--- config.mk ---
export PLATFORM = sky130hd
export DESIGN_NAME = fcmp_pipe
export DESIGN_NICKNAME = d
export VERILOG_FILES = /design/src/rtl/fcmp_pipe.sv
export SDC_FILE = /design/constraint.sdc
export NUM_CORES = 1
export LEC_CHECK = 0
export BUFFER_PORTS_ARGS = -buffer_cell sky130_fd_sc_hd__buf_2
export CAP_MARGIN = 20
export CORE_ASPECT_RATIO = 1.25
export CORE_UTILIZATION = 48
export DETAILED_ROUTE_END_ITERATION = 10
export PLACE_DENSITY = 0.8
export SYNTH_ARGS = -nofsm -noshare
export SYNTH_HDL_FRONTEND = slang
export SYNTH_SLANG_ARGS = --single-unit
export TNS_END_PERCENT = 30
--- constraint.sdc ---
create_clock -name clk -period 2.4 [get_ports clk]
set_input_delay 0.36 -clock clk [delete_from_list [all_inputs] [get_ports clk]]
set_output_delay 0.36 -clock clk [all_outputs]
set_load 0.005 [all_outputs]
--- src/rtl/fcmp_pipe.sv ---
// Two-stage binary32 compare / min-max pipeline (feq, flt, fle, fmin, fmax), 2-cycle latency, valid/ready with flush.
// fmin/fmax datapath exists only when FCMP_MINMAX_EN is defined; otherwise those encodings are reported illegal.
module fcmp_pipe #(
    parameter int TAG_W = 5
) (
    input  logic             clk,
    input  logic             rst,
    input  logic             flush,
    input  logic             in_valid,
    output logic             in_ready,
    input  logic [2:0]       in_op,
    input  logic [31:0]      in_x,
    input  logic [31:0]      in_y,
    input  logic [TAG_W-1:0] in_tag,
    output logic             out_valid,
    input  logic             out_ready,
    output logic [31:0]      out_result,
    output logic [TAG_W-1:0] out_tag,
    output logic             out_nv,
    output logic             out_illegal
);

    logic             s1_valid_q, s1_valid_d;
    logic [2:0]       s1_op_q, s1_op_d;
    logic [31:0]      s1_x_q, s1_x_d;
    logic [31:0]      s1_y_q, s1_y_d;
    logic [TAG_W-1:0] s1_tag_q, s1_tag_d;
    logic             s2_valid_q, s2_valid_d;
    logic [31:0]      res_q, res_d;
    logic [TAG_W-1:0] tag_q, tag_d;
    logic             nv_q, nv_d;
    logic             ill_q, ill_d;

    logic        s1_adv, s2_adv, accept;
    logic        x_nan, y_nan, x_snan, y_snan, any_nan, any_snan, both_zero;
    logic        ord_lt, cmp_eq, cmp_lt;
    logic [31:0] res_c;
    logic        nv_c, ill_c;

    assign x_nan     = (&s1_x_q[30:23]) && (|s1_x_q[22:0]);
    assign y_nan     = (&s1_y_q[30:23]) && (|s1_y_q[22:0]);
    assign x_snan    = x_nan && !s1_x_q[22];
    assign y_snan    = y_nan && !s1_y_q[22];
    assign any_nan   = x_nan || y_nan;
    assign any_snan  = x_snan || y_snan;
    assign both_zero = (s1_x_q[30:0] == 31'd0) && (s1_y_q[30:0] == 31'd0);

    // Total order on non-NaN values where -0 sorts below +0; compares mask the zero case separately.
    assign ord_lt = (s1_x_q[31] != s1_y_q[31]) ? s1_x_q[31] :
                    (s1_x_q[31] ? (s1_x_q[30:0] > s1_y_q[30:0]) : (s1_x_q[30:0] < s1_y_q[30:0]));
    assign cmp_eq = !any_nan && ((s1_x_q == s1_y_q) || both_zero);
    assign cmp_lt = !any_nan && !both_zero && ord_lt;

    always_comb begin
        res_c = 32'd0;
        nv_c  = 1'b0;
        ill_c = 1'b0;
        case (s1_op_q)
            3'b000: begin res_c = {31'd0, cmp_eq};           nv_c = any_snan; end
            3'b001: begin res_c = {31'd0, cmp_lt};           nv_c = any_nan;  end
            3'b010: begin res_c = {31'd0, cmp_lt || cmp_eq}; nv_c = any_nan;  end
`ifdef FCMP_MINMAX_EN
            3'b011, 3'b100: begin
                nv_c = any_snan;
                if (x_nan && y_nan)
                    res_c = 32'h7FC0_0000;
                else if (x_nan)
                    res_c = s1_y_q;
                else if (y_nan)
                    res_c = s1_x_q;
                else if (ord_lt == (s1_op_q == 3'b011))
                    res_c = s1_x_q;
                else
                    res_c = s1_y_q;
            end
`endif
            default: ill_c = 1'b1;
        endcase
    end

    assign s2_adv   = !s2_valid_q || out_ready;
    assign s1_adv   = !s1_valid_q || s2_adv;
    assign in_ready = s1_adv && !flush;
    assign accept   = in_valid && in_ready;

    always_comb begin
        s1_valid_d = s1_valid_q;
        s1_op_d    = s1_op_q;
        s1_x_d     = s1_x_q;
        s1_y_d     = s1_y_q;
        s1_tag_d   = s1_tag_q;
        s2_valid_d = s2_valid_q;
        res_d      = res_q;
        tag_d      = tag_q;
        nv_d       = nv_q;
        ill_d      = ill_q;
        if (s1_adv) begin
            s1_valid_d = accept;
            if (accept) begin
                s1_op_d  = in_op;
                s1_x_d   = in_x;
                s1_y_d   = in_y;
                s1_tag_d = in_tag;
            end
        end
        // Output fields only load with a real op so a stalled or idle result stays put.
        if (s2_adv) begin
            s2_valid_d = s1_valid_q;
            if (s1_valid_q) begin
                res_d = res_c;
                tag_d = s1_tag_q;
                nv_d  = nv_c;
                ill_d = ill_c;
            end
        end
        if (flush) begin
            s1_valid_d = 1'b0;
            s2_valid_d = 1'b0;
        end
    end

    always_ff @(posedge clk or posedge rst) begin
        if (rst) begin
            s1_valid_q <= 1'b0;
            s1_op_q    <= 3'd0;
            s1_x_q     <= 32'd0;
            s1_y_q     <= 32'd0;
            s1_tag_q   <= '0;
            s2_valid_q <= 1'b0;
            res_q      <= 32'd0;
            tag_q      <= '0;
            nv_q       <= 1'b0;
            ill_q      <= 1'b0;
        end else begin
            s1_valid_q <= s1_valid_d;
            s1_op_q    <= s1_op_d;
            s1_x_q     <= s1_x_d;
            s1_y_q     <= s1_y_d;
            s1_tag_q   <= s1_tag_d;
            s2_valid_q <= s2_valid_d;
            res_q      <= res_d;
            tag_q      <= tag_d;
            nv_q       <= nv_d;
            ill_q      <= ill_d;
        end
    end

    assign out_valid   = s2_valid_q;
    assign out_result  = res_q;
    assign out_tag     = tag_q;
    assign out_nv      = nv_q;
    assign out_illegal = ill_q;

endmodule

==> Word level (Yosys, flattened, before mapping) <==
Index checks and enable logic that the tools add are counted.
{ "classes": {"reduce_logical": 36, "bitwise": 0, "eq_ne": 4, "n_mul": 0, "n_shift": 0, "n_addsub": 0, "n_mux": 9, "magnitude_cmp": 2, "div": 0} }
{ "ops": {"columns": ["operator", "n"], "rows": [
  ["logical NOT 31 bit", 2],
  ["OR reduction 23 bit", 2],
  ["equality test 32 bit", 1],
  ["greater-than comparator 31 bit", 1],
  ["< comparator 31 bit", 1],
  ["AND reduction 8 bit", 2],
  ["logical AND 1 bit", 10],
  ["logical NOT 1 bit", 7],
  ["2-to-1 mux 1 bit", 7],
  ["logical OR 1 bit", 6],
  ["AND reduction 2 bit", 2],
  ["nonzero test 2 bit", 2],
  ["equality test 3 x 1 -> 1 bit (second input constant)", 1],
  ["equality test 3 x 2 -> 1 bit (second input constant)", 1],
  ["logical NOT 3 bit", 1],
  ["one-hot mux 1 bit (3 select lines)", 1],
  ["OR reduction 3 bit", 1],
  ["one-hot mux 1 bit (2 select lines)", 1],
  ["OR reduction 2 bit", 1],
  ["!= test 1 bit", 1]
]} }
{ "totals": {"elab_cells": 61, "register_bits": 113, "latch_bits": 0, "mem_bits_rw": 0, "n_memories": 0, "mem_bits_ro": 0} }

==> Longest topological paths before layout <==
{ "depth": {"word_depth": 8, "ltp_mapped": 9} }

==> Worst setup path before layout <==
No wires, ideal clock.
{ "synth_timing": {"kind": "register to register", "startpoint": "register s1_x_q[13]", "endpoint": "register res_q[0], in the netlist out_result[0]", "synth_period_minus_slack_ns": 2.104, "t_arrival_ns": 1.978, "stages_incl_launch_ff": 9, "slack_ns": 0.296, "cell_sequence": "dfrtp_1 ha_1 a21oi_1 nand2_1 a211o_1 a211o_1 nor3_1 o21ai_0 a221o_1"} }
{ "synth_between": {"elab_chain_cells": 8, "elab_cells_between_ends": 18, "classes_between": "order compare: 2; eq/ne: 1; mux: 3; reduce/logical: 12"} }
{ "synth_lines": {"columns": ["element", "line", "source"], "rows": [
  ["start, declared", "25", "logic [31:0] s1_x_q, s1_x_d;"],
  ["start signal, assigned", "126", "s1_x_q <= 32'd0;"],
  ["start signal, assigned", "137", "s1_x_q <= s1_x_d;"],
  ["parallel branches: the longest is 7 deep, another holds < comparator 31 bit", null, null],
  ["one-hot mux 1 bit (3 select lines) *", "58", "case (s1_op_q)"],
  ["end signal, assigned", "141", "res_q <= res_d;"],
  ["end, declared", "29", "logic [31:0] res_q, res_d;"]
]} }
Every way passes the cells marked *.
A chain may end at the register's enable or synchronous reset.

==> Worst setup path in the final report <==
{ "layout_timing": {"startpoint": "register s1_y_q[30]", "endpoint": "register res_q[0], in the netlist out_result[0]"} }
{ "layout_between": {"elab_chain_cells": 8, "elab_cells_between_ends": 18, "classes_between": "order compare: 2; eq/ne: 1; mux: 3; reduce/logical: 12"} }
{ "layout_lines": {"columns": ["element", "line", "source"], "rows": [
  ["start, declared", "26", "logic [31:0] s1_y_q, s1_y_d;"],
  ["start signal, assigned", "138", "s1_y_q <= s1_y_d;"],
  ["parallel branches: the longest is 7 deep, another holds < comparator 31 bit", null, null],
  ["one-hot mux 1 bit (3 select lines) *", "58", null]
]} }
Marked as above.

==> qor.yml <==
post-place-ws_ns: 0.0706
clock_path_buffers: 2
max_freq_ghz: 0.441
synth_top_family_by_area: "multiplexers"
dr.pass1.iters: 4
worstPathRequired_ns: 2.65
dieArea_sq_um: 9360
drc: 0
synth_cells: 365
port_buffers: 86
ir_drop_mv: 0.434
post_drt_via_cell_ratio: 5.18
grt_pass1_vias: 3153
num_rows: 38
ys_seq_area_frac: 0.476
powerDensity_nw_per_um2: 717
synth-seq-cells: 82
min_period_ns: 2.27
setup-violations-final: 0
period_share: 0.946
ys_async_sr_fraction: 1.00
avgSynthCellArea_sq_um: 11.8
die_x_microns: 86.7
synthXorXnorAreaFrac: 0.00407
syn_to_final_growth_pct: 17.6
die_y_microns: 108
worstRegToRegCells: 9
vias: 3026
status: "completed"
ys_warn_count: 0
synth_most_common_cell: "dfrtp_1"
synth_top_area_frac: 0.476
tightest_slew_ns: 0.625
p_leak_uw: 0.00246
worst_slack_ns: 0.131
setup_tns_ns: 0
yosys-top-cells-count: "82 x dfrtp_1, 77 x mux2_2, 34 x inv_1"
ant_nets: 0
muxShareOfSynthArea: 0.201
synth.distinct_cells: 37
synthTopCellsByArea: "dfrtp_1 48%, mux2_2 20%, ha_1 9.0%, buf_4 5.4%, inv_1 3.0%"
root_buffer: "clkbuf_8"
synth-simple-area-share: 0.0805
dominantRegCellSynth: "dfrtp_1"
hold-worst-slack_ns: 0.0796
critPathArrivalTime_ns: 2.52
cts_tree: "done"
drtIter0Drc: 132
clk_latency_ns: 0.36
numCtsBuffers: 9
syn-cell-area_sq_um: 4310
dpl.cell_count: 568
startpoint_type: "register"
diodes: 0
dp_hpwl_microns: 6870
fin_nets: 569
fill_cells: 735
cts.sinks: 82
track_usage: 0.204
synthAdderAreaFrac: 0.0900
crit_type: "reg2reg"
synth_compound_area_frac: 0.0543
design.core.area_sq_um: 8700
grt_pass1_wl_microns: 14200
antenna_found_initial: 0
endpoint_kind: "register"
maxCapViolCount: 0
htree_levels: 3
pin_count: 118
cp_max_fo: 4
synth_edf_count: 0
gp_congestion: 0.866
hold_buffers: 0
wl_per_cell_microns: 15.3
min_path_type: "in2async"
slew_headroom: 0.583
drive_above_1_share: 0.420
grt_max_degree: 42
hold_violations: 0
layout.cells.non_filler: 584
grt_overflow: 0
wirelength_microns: 8960
finalMaxSlewViolations: 0
cts.clk_slew.worst_paths_ns: 0.08
fin_skew_ns: 0.0116
synth_top_cell_by_area: "dfrtp_1"
start_util: 0.495
-- layout by cell type (no fill, tap or decap), types with 5 or more instances in the layout --
master	count
dfrtp_1	82
mux2_2	77
buf_2	86
nor2_1	7
conb_1	31
nand4_1	11
a21oi_1	16
nand2_1	11
nor3_1	5
o21ai_0	7
nor4_1	14
inv_1	33
buf_4	5
ha_1	30
clkbuf_8	11
-- per-stage QoR --
step,instance area (sq um),total power [uW],utilization
floorplan,4420,2350,-
global placement,4820,2570,0.554
detailed placement,4820,2630,0.554
CTS,5010,3620,0.576
global route,5060,3840,0.582
finish,5060,3630,0.582
-- registers in the layout (all words and copies together), names as in the netlist --
name / cells
s1_y_q: 32
s1_tag_q: 5
out_tag: 5
out_result: 1
out_illegal: 1
out_valid: 1
s1_x_q: 32
out_nv: 1
s1_op_q: 3
s1_valid_q: 1
-- routing by layer --
layer	vias up	wire, microns	global-route usage
li1	1428	-	-
met1	1478	3760	0.245
met2	103	4570	0.345
met3	17	427	0.0445
met4	0	204	0.0988
met5	-	0	0
-- final timing paths --
kind / startpoint / to / slack (ns)
worst min register to register: out_tag[1] / out_tag[1] / 0.51
worst max-delay path: s1_y_q[30] / out_result[0] / 0.13
worst min-delay path: rst / s1_y_q[27] / 0.08
min in group clk: flush / out_valid / 0.19
worst max register to register: s1_y_q[30] / out_result[0] / 0.13
max in group asynchronous: rst / s1_op_q[0] / 1.68
-- critical path, stage by stage, from the launching register on --
cell and delay, ns:
dfrtp_1 0.39, inv_1 0.06, ha_1 0.32, nand4_1 0.16, and4bb_1 0.32, nand2_1 0.10, a221oi_2 0.21, nor3_2 0.07
o2111a_1 0.23, a221o_1 0.31
-- power breakdown --
group          total (uW)  leakage [uW]  switching, uW  internal [uW]
combinational         842       0.00139            386            455
clock                 995      0.000101            472            523
sequential           1790      0.000969            195           1600
-- area by class of cell --
class	instances	area (sq um)	share of cell area
timing repair buffer	94	528	0.104
tap	120	150	0.0296
clock inverter	3	40.0	0.00791
clock buffer	11	151	0.0299
multi-input combinational	240	2010	0.397
sequential	82	2050	0.405
inverter	34	131	0.0259
-- timing repair --
action / in CTS / in global routing
gates resized for setup: 0 / 7
buffers inserted: 0 / 2
endpoints found under the setup margin: 0 / 1
-- cell families (layout without fill, tap and decap cells) --
logic type / count (synthesis) / after routing
DFF: 82 / 82
xor gates and xnor gates: 2 / 2
buffers and inverters: 73 / 142
adders and majority gates: 31 / 31
other: 1 / 31
AOI/OAI and AO/OA: 37 / 37
muxes: 77 / 77
and+or+nand+nor: 62 / 62
No activity file was read; power rests on OpenSTA's default activity.
